### config.mk
export PLATFORM = sky130hd
export DESIGN_NAME = multi_note_sequencer
export DESIGN_NICKNAME = d
export VERILOG_FILES = /design/src/rtl/multi_note_sequencer.sv
export SDC_FILE = /design/constraint.sdc
export NUM_CORES = 1
export LEC_CHECK = 0
export CAP_MARGIN = 15
export CORE_MARGIN = 1.5
export CORE_UTILIZATION = 40
export DETAILED_ROUTE_END_ITERATION = 10
export PLACE_DENSITY_LB_ADDON = 0.15
export SETUP_SLACK_MARGIN = 0.2
export SLEW_MARGIN = 10
export SYNTH_ARGS = -nofsm -noshare
export SYNTH_HDL_FRONTEND = slang
export SYNTH_SLANG_ARGS = --single-unit
### constraint.sdc
create_clock -name clk -period 4.74 [get_ports clk]
set_input_delay 1.422 -clock clk [delete_from_list [all_inputs] [get_ports clk]]
set_output_delay 1.422 -clock clk [all_outputs]
set_load 0.03 [all_outputs]
### src/rtl/multi_note_sequencer.sv
// Multi-note sequencer: queues (note, duration) requests in a FIFO and plays them
// back-to-back through one square-wave tone generator that restarts its phase per note.
module multi_note_sequencer #(
    parameter int NUM_NOTES = 7,
    parameter int SEL_W     = 3,
    parameter int PERIOD_W  = 8,
    parameter int DUR_W     = 16,
    parameter int DEPTH     = 4
) (
    input  logic                          clk,
    input  logic                          rst,
    input  logic [NUM_NOTES*PERIOD_W-1:0] note_periods,
    input  logic                          req_val,
    output logic                          req_rdy,
    input  logic [SEL_W-1:0]              req_num,
    input  logic [DUR_W-1:0]              req_dur,
    output logic [$clog2(DEPTH):0]        occupancy,
    output logic                          busy,
    output logic [SEL_W-1:0]              note_sel,
    output logic                          note
);

    localparam int PTR_W = $clog2(DEPTH);
    localparam int OCC_W = PTR_W + 1;

    typedef struct packed {
        logic [SEL_W-1:0] num;
        logic [DUR_W-1:0] dur;
    } req_t;

    typedef enum logic {IDLE, PLAY} state_t;

    req_t                mem [DEPTH];
    logic [PTR_W-1:0]    wr_ptr;
    logic [PTR_W-1:0]    rd_ptr;
    logic                push;
    logic                pop;
    req_t                head;
    state_t              state;
    state_t              state_nxt;
    logic [DUR_W-1:0]    dur_cnt;
    logic [PERIOD_W-1:0] tone_cnt;
    logic [PERIOD_W-1:0] cur_period;
    logic [PERIOD_W-1:0] head_period;

    // Half-period lookup; note 0 and any number above NUM_NOTES resolve to 0 (silent).
    function automatic logic [PERIOD_W-1:0] period_of(
        input logic [SEL_W-1:0]              num,
        input logic [NUM_NOTES*PERIOD_W-1:0] periods
    );
        logic [PERIOD_W-1:0] p;
        p = '0;
        for (int i = 1; i <= NUM_NOTES; i++) begin
            if (num == SEL_W'(i)) p = periods[(i-1)*PERIOD_W +: PERIOD_W];
        end
        return p;
    endfunction

    assign req_rdy     = (occupancy != OCC_W'(DEPTH));
    assign push        = req_val && req_rdy;
    assign head        = mem[rd_ptr];
    assign busy        = (state == PLAY);
    assign cur_period  = period_of(note_sel, note_periods);
    assign head_period = period_of(head.num, note_periods);

    // NOTE: the storage array has no reset; only pointers and occupancy define validity.
    always_ff @(posedge clk) begin
        if (push) mem[wr_ptr] <= {req_num, req_dur};
    end

    // Arithmetic updates (rather than if-guards) let an X on req_val reach the FIFO state.
    always_ff @(posedge clk or posedge rst) begin
        if (rst) begin
            wr_ptr    <= '0;
            rd_ptr    <= '0;
            occupancy <= '0;
        end else begin
            wr_ptr    <= wr_ptr + PTR_W'(push);
            rd_ptr    <= rd_ptr + PTR_W'(pop);
            occupancy <= occupancy + OCC_W'(push) - OCC_W'(pop);
        end
    end

    always_ff @(posedge clk or posedge rst) begin
        if (rst) state <= IDLE;
        else     state <= state_nxt;
    end

    // NOTE: every combinational output gets a default first, so no latch is inferred.
    always_comb begin
        state_nxt = state;
        pop       = 1'b0;
        case (state)
            IDLE: begin
                if (occupancy != '0) begin
                    pop       = 1'b1;
                    state_nxt = PLAY;
                end
            end
            PLAY: begin
                if (dur_cnt == DUR_W'(1)) begin
                    if (occupancy != '0) pop = 1'b1;
                    else                 state_nxt = IDLE;
                end
            end
            default: state_nxt = IDLE;
        endcase
    end

    // NOTE: sequential state uses non-blocking assignments only.
    always_ff @(posedge clk or posedge rst) begin
        if (rst) begin
            note_sel <= '0;
            dur_cnt  <= '0;
            tone_cnt <= '0;
            note     <= 1'b0;
        end else if (pop) begin
            note_sel <= head.num;
            dur_cnt  <= (head.dur == '0) ? DUR_W'(1) : head.dur;
            tone_cnt <= '0;
            note     <= (head_period != '0);
        end else if (state == PLAY) begin
            dur_cnt <= dur_cnt - DUR_W'(1);
            if (state_nxt == IDLE) begin
                note_sel <= '0;
                note     <= 1'b0;
                tone_cnt <= '0;
            end else if (cur_period == '0) begin
                note     <= 1'b0;
                tone_cnt <= '0;
            end else if (tone_cnt >= cur_period - PERIOD_W'(1)) begin
                // >= keeps a mid-note shrink of the period from running the counter round.
                note     <= ~note;
                tone_cnt <= '0;
            end else begin
                tone_cnt <= tone_cnt + PERIOD_W'(1);
            end
        end
    end

endmodule

# Word level (Yosys, flattened, before mapping)
# Memories as Yosys holds them, arrays and structs flattened.
# Index checks and enable logic that the tools add are counted.
[op_classes] n_eq_ne=18 div=0 addsub=7 magnitude_cmp=1 n_mul=0 shifts=0 bitwise=2 n_mux=37 reduce_logical=8
[ops] cell="$mux 8" n=19
[ops] cell="$mux 16" n=3
[ops] cell="$eq 3x3->1 const B" n=8
[ops] cell="$eq 16x1->1 const B" n=1
[ops] cell="$logic_not 16->1" n=1
[ops] cell="$sub 16x1->16 const B" n=1
[ops] cell="$eq 3x2->1 const B" n=4
[ops] cell="$mux 1" n=10
[ops] cell="$mux 3" n=3
[ops] cell="$add 8x1->8 const B" n=1
[ops] cell="$ge 8x8->1" n=1
[ops] cell="$logic_not 8->1" n=1
[ops] cell="$reduce_bool 8->1" n=1
[ops] cell="$sub 8x1->8 const B" n=1
[ops] cell="$eq 3x1->1 const B" n=2
[ops] cell="$add 2x1->2" n=2
[ops] cell="$ne 4x2->1 const B" n=1
[ops] cell="$pmux 1 s2" n=2
[ops] cell="$reduce_and 2->1" n=2
[ops] cell="$add 3x1->3" n=1
[ops] cell="$ne 3x3->1 const B" n=1
[ops] cell="$reduce_bool 3->1" n=1
[ops] cell="$sub 3x1->3" n=1
[ops] cell="$ne 2x2->1 const B" n=1
[ops] cell="other kinds (3)" n=4
[totals] ramBits=76 n_memories=1 ff_bits=36 rom_bits=0 latchBits=0 output_inout_bits=9
[mem_list] memory="mem" depth=4 word_bits=19 read_ports=1 rd_clocked_by_memory_dff=0 wr=1 line_no="33" text="req_t mem [DEPTH];"

# Longest topological paths before layout
[depth] word_depth=15 depth_mapped=19 mapped_depth_nobuf=15

# Least setup slack after synthesis
# Ideal clock, no wire load.
[synth_timing] path_type="input-to-reg" start="input note_periods[17]" end="register tone_cnt[2]" required_time_ps=4676 t_arrival_ps=4525 path_buffers=1 path_slack_ps=152 setup_ps=64 path_stages=15 path_cell_list="mux4_1 o21ai_0 ha_1 and2_1 nand2_1 xor2_1 ha_1 a21o_1 a211o_1 a41o_1 a211oi_1 o31ai_4 buf_6 nor3b_1 a21o_1"
[synth_between] elab_chain_len=12 elab_cells_between_ends=13 cone_classes="1 x add/sub; 1 x order compare; 10 x mux; 1 x reduce/logical"
[synth_lines] element="from (decl)" line_no="12" text="input logic [NUM_NOTES*PERIOD_W-1:0] note_periods,"
[synth_lines] element="$mux 8 (*) (5 in series)" line_no="54" text="if (num == SEL_W'(i)) p = periods[(i-1)*PERIOD_W +: PERIOD_W];"
[synth_lines] element="$sub 8x1->8" line_no="131" text="end else if (tone_cnt >= cur_period - PERIOD_W'(1)) begin"
[synth_lines] element="$ge 8x8->1" line_no="131"
[synth_lines] element="$mux 8" line_no="131"
[synth_lines] element="$mux 8 (*)" line_no="128" text="end else if (cur_period == '0) begin"
[synth_lines] element="$mux 8 (*)" line_no="124" text="if (state_nxt == IDLE) begin"
[synth_lines] element="$mux 8 (*)" line_no="122" text="end else if (state == PLAY) begin"
[synth_lines] element="$mux 8 (*)" line_no="117" text="end else if (pop) begin"
[synth_lines] element="to (signal assigned)" line_no="136" text="tone_cnt <= tone_cnt + PERIOD_W'(1);"
[synth_lines] element="to (decl)" line_no="42" text="logic [PERIOD_W-1:0] tone_cnt;"
# Every way passes the cells marked *; elsewhere a longest branch is shown, timed or not. The select of a mux whose other input is x is not followed.
# A chain may end at the register's enable or synchronous reset.

# Worst setup path in the final report
[layout_timing] start="input note_periods[32]" end="register tone_cnt[3]"
[layout_between] elab_chain_len=10 elab_cells_between_ends=11 cone_classes="1 x add/sub; 1 x order compare; 8 x mux; 1 x reduce/logical"
[layout_lines] element="$mux 8 (*) (3 in series)" line_no="54"
[layout_lines] element="$sub 8x1->8" line_no="131"
[layout_lines] element="$ge 8x8->1" line_no="131"
[layout_lines] element="$mux 8" line_no="131"
[layout_lines] element="$mux 8 (*)" line_no="128"
[layout_lines] element="$mux 8 (*)" line_no="124"
[layout_lines] element="$mux 8 (*)" line_no="122"
[layout_lines] element="$mux 8 (*)" line_no="117"
# Marks and branches as above.

==> results.yml <==
setup_path:
  critical_path_class: "primary input to register"
  ff2ff_setup_slack_ps: 950
  crit_path_start: "note_periods[32]"
  critPathRequiredTime_ps: 5030
  crit_arrival_ps: 4660
  worstRegToRegCells: 15
  r2r-start: "note_sel[1]"
  start_kind: "primary input"
  end_kind: "register"
  cp_max_fo: 7
logic_synthesis:
  syn_inst: 455
  syn_area_um2: 5840
  synthArstFlopShare_pct: 32.1
  ys_types: 65
  avgSynthCellArea_um2: 12.8
  synth_edf_count: 76
  yosysWarnings: 0
  synth_nets: 551
  synthFlopType: "edfxtp_1"
  synth-seq-cells: 112
  ys_seq_area_share_pct: 54.5
global_routing:
  grt_pass1_wl_um: 21500
  grt_pass1_vias: 4370
  grtUsageTotal_pct: 18.4
  grt_overflow_total: 0
  antenna_found_initial: 0
  grt_max_degree: 37
clocking:
  cts_max_level: 3
  clkLatencyLatePin_ps: 350
  cts_tree: "yes"
  cts_buffer_depth: 2
  cts_hold_buf: 0
  clock_sink_count: 112
  root_buffer: "clkbuf_16"
  clkTransAtPathRegs_ps: 70
  numCtsBuffers: 9
finish:
  diodes: 0
  layout-drive-gt1-share_pct: 19.1
  n_fill_cell: 1193
  finalNonFillerCells: 746
  syn2layout_area_growth_pct: 26.5
  final_nets: 657
sta:
  hold_viol: 0
  worstMarginPinSlew_ps: 778
  report.final.slew_viol_count: 0
  final.period_utilization_pct: 92.4
  fmax_ghz: 0.228
  rsz0062_at_grt: "no"
  max-slew-margin-rel_pct: 48.2
  setup_violations: 0
  fin_tns_setup_ps: 0
  layout_min_cycle_time_ps: 4380
  skew_ps: 9.32
placed_design:
  port_buffers: 86
  place.gp.congestion: 0.800
  dp_cells: 721
  dp_hpwl_um: 9540
die:
  io_pins: 87
  fp.dieArea_um2: 15300
  die_x_um: 124
  rows: 43
  start_util_pct: 41.6
  core-area_um2: 14000
  die-height_um: 124
power_and_ir_drop:
  switching_share_pct: 35.3
  ir_worst_vdd_mv: 0.286
  p_switching_w: 0.00130
  fin_total_pwr_w: 0.00369
  p_clk_share_pct: 19.2
  leakagePower_nw: 2.78
  p_seq_share_pct: 41.1
  p_int_w: 0.00239
  p_comb_share_pct: 39.8
  power_density_nw_per_um2: 500
routing:
  drc_errors: 0
  antenna_left: 0
  drt_pass1_iterations: 4
  drt-initial-drc-count: 329
  avgRoutedWirePerCell_um: 18.1
  num_vias: 4184
  wl_um: 13500
  routed_via_density: 5.61
hold_path:
  hold_start: "dur_cnt[14]"
  hold_class: "register to register"
  hold_path_depth: 1
outcome:
  status: "finished clean"
job:
  drv_cap: 0
worst max-delay path: stages:
cell	delay (ps)
clkdlybuf4s15_1	190
mux4_2	490
o21ai_4	170
ha_2	200
and2_4	140
nand2_2	50
xor2_1	140
ha_1	300
a21o_1	180
a211o_1	290
a41o_1	250
a211oi_4	320
o31ai_4	200
o21ai_1	170
a21o_1	150
synthesized netlist by cell type, types with 3 or more instances:
master	number	area, um^2
a211oi_1	4	30.0
a21o_1	5	37.5
a21oi_1	22	110
a22o_1	5	43.8
a22oi_1	3	22.5
a31oi_1	8	50.1
a32oi_1	3	26.3
and2_1	3	18.8
and3_1	5	31.3
buf_2	7	35.0
buf_6	6	67.6
clkbuf_1	7	26.3
dfrtp_1	36	901
edfxtp_1	76	2280
ha_1	17	213
inv_1	18	67.6
mux2_2	3	33.8
mux2i_1	5	50.1
mux4_2	22	495
nand2_1	23	86.3
nand2b_1	4	25.0
nand3_1	6	30.0
nor2_1	24	90.1
nor2b_1	10	62.6
nor3_1	16	80.1
nor3b_1	9	67.6
nor4_1	13	81.3
o21ai_0	32	160
o21ai_1	3	15.0
o22a_1	4	35.0
o22ai_1	4	25.0
o31ai_1	3	22.5
xnor2_1	5	43.8
xor2_1	4	35.0
metrics by stage:
stage                     cell area [um^2]  setup WS, ps  hold slack (ps)  util, %
after floorplan                       5840           285              471        -
after global placement                6970          -169              491     49.6
after detailed placement              6970          -277              504     49.6
after CTS                             7320           205              519     52.1
after global routing                  7390           196              535     52.6
final                                 7390           362              515     52.6
flip-flops by register name, summed over array words and instances (netlist names):
register	flops
busy	1
dur_cnt	16
mem	76
note	1
note_sel	3
occupancy	3
rd_ptr	2
tone_cnt	8
wr_ptr	2
final timing paths:
check                                     to
worst max-delay path             tone_cnt[3]
worst min-delay path             dur_cnt[14]
worst max register to register   tone_cnt[3]
worst min register to register   dur_cnt[14]
max in group asynchronous         dur_cnt[7]
min in group asynchronous       occupancy[2]
power by group through the flow:
stage	registers, W	logic, W	clock network (W)
finish	0.00152	0.00147	0.000707
floorplan	0.00150	0.000950	0
CTS	0.00152	0.00142	0.000726
global route	0.00155	0.00163	0.000757
global placement	0.00152	0.00131	0
detailed placement	0.00153	0.00135	0
metal layers:
metal | GRT usage [%] | vias up | routed length (um)
met3 | 3.11 | 23 | 485
met1 | 23.3 | 2069 | 5870
met4 | 6.18 | 0 | 282
met5 | 0 | - | 0
li1 | - | 2001 | -
met2 | 32.0 | 91 | 6890
cell type report:
cell class	instances	area, um^2	share of cell area, %
Clock inverter	7	50.0	0.678
Multi-Input combinational cell	302	2550	34.6
Clock buffer	9	225	3.05
Sequential cell	112	3180	43.1
Inverter	19	71.3	0.966
Tap cell	180	225	3.05
Timing Repair Buffer	117	1080	14.6
cell families after synthesis:
kind of cell / share of synthesized area [%]
compound gates: 14.0
buf+inv: 3.86
mux: 11.4
xor+xnor: 1.35
flops: 54.5
fa+ha+maj: 3.99
simple gates: 10.9
layout by cell type, fill, tap and decap left out, types with 10 or more instances in the layout:
| master | synthesis | final |
|---|---|---|
| edfxtp_1 | 76 | 76 |
| clkdlybuf4s50_1 | 0 | 68 |
| dfrtp_1 | 36 | 36 |
| buf_4 | 1 | 31 |
| o21ai_0 | 32 | 27 |
| nor2_1 | 24 | 24 |
| mux4_2 | 22 | 24 |
| nand2_1 | 23 | 22 |
| a21oi_1 | 22 | 20 |
| inv_1 | 18 | 18 |
| ha_1 | 17 | 16 |
| nor3_1 | 16 | 15 |
| nor4_1 | 13 | 12 |
| nor2b_1 | 10 | 10 |
what timing repair did:
action                                 in CTS  in global routing
cloned                                      1                  0
buffers inserted                            3                  5
endpoints found under the hold margin       0                  0
gates resized for setup                    28                 33
setup endpoints to repair                   8                  9
pin swaps                                  12                 13
No activity file was read; power rests on OpenSTA's default activity.
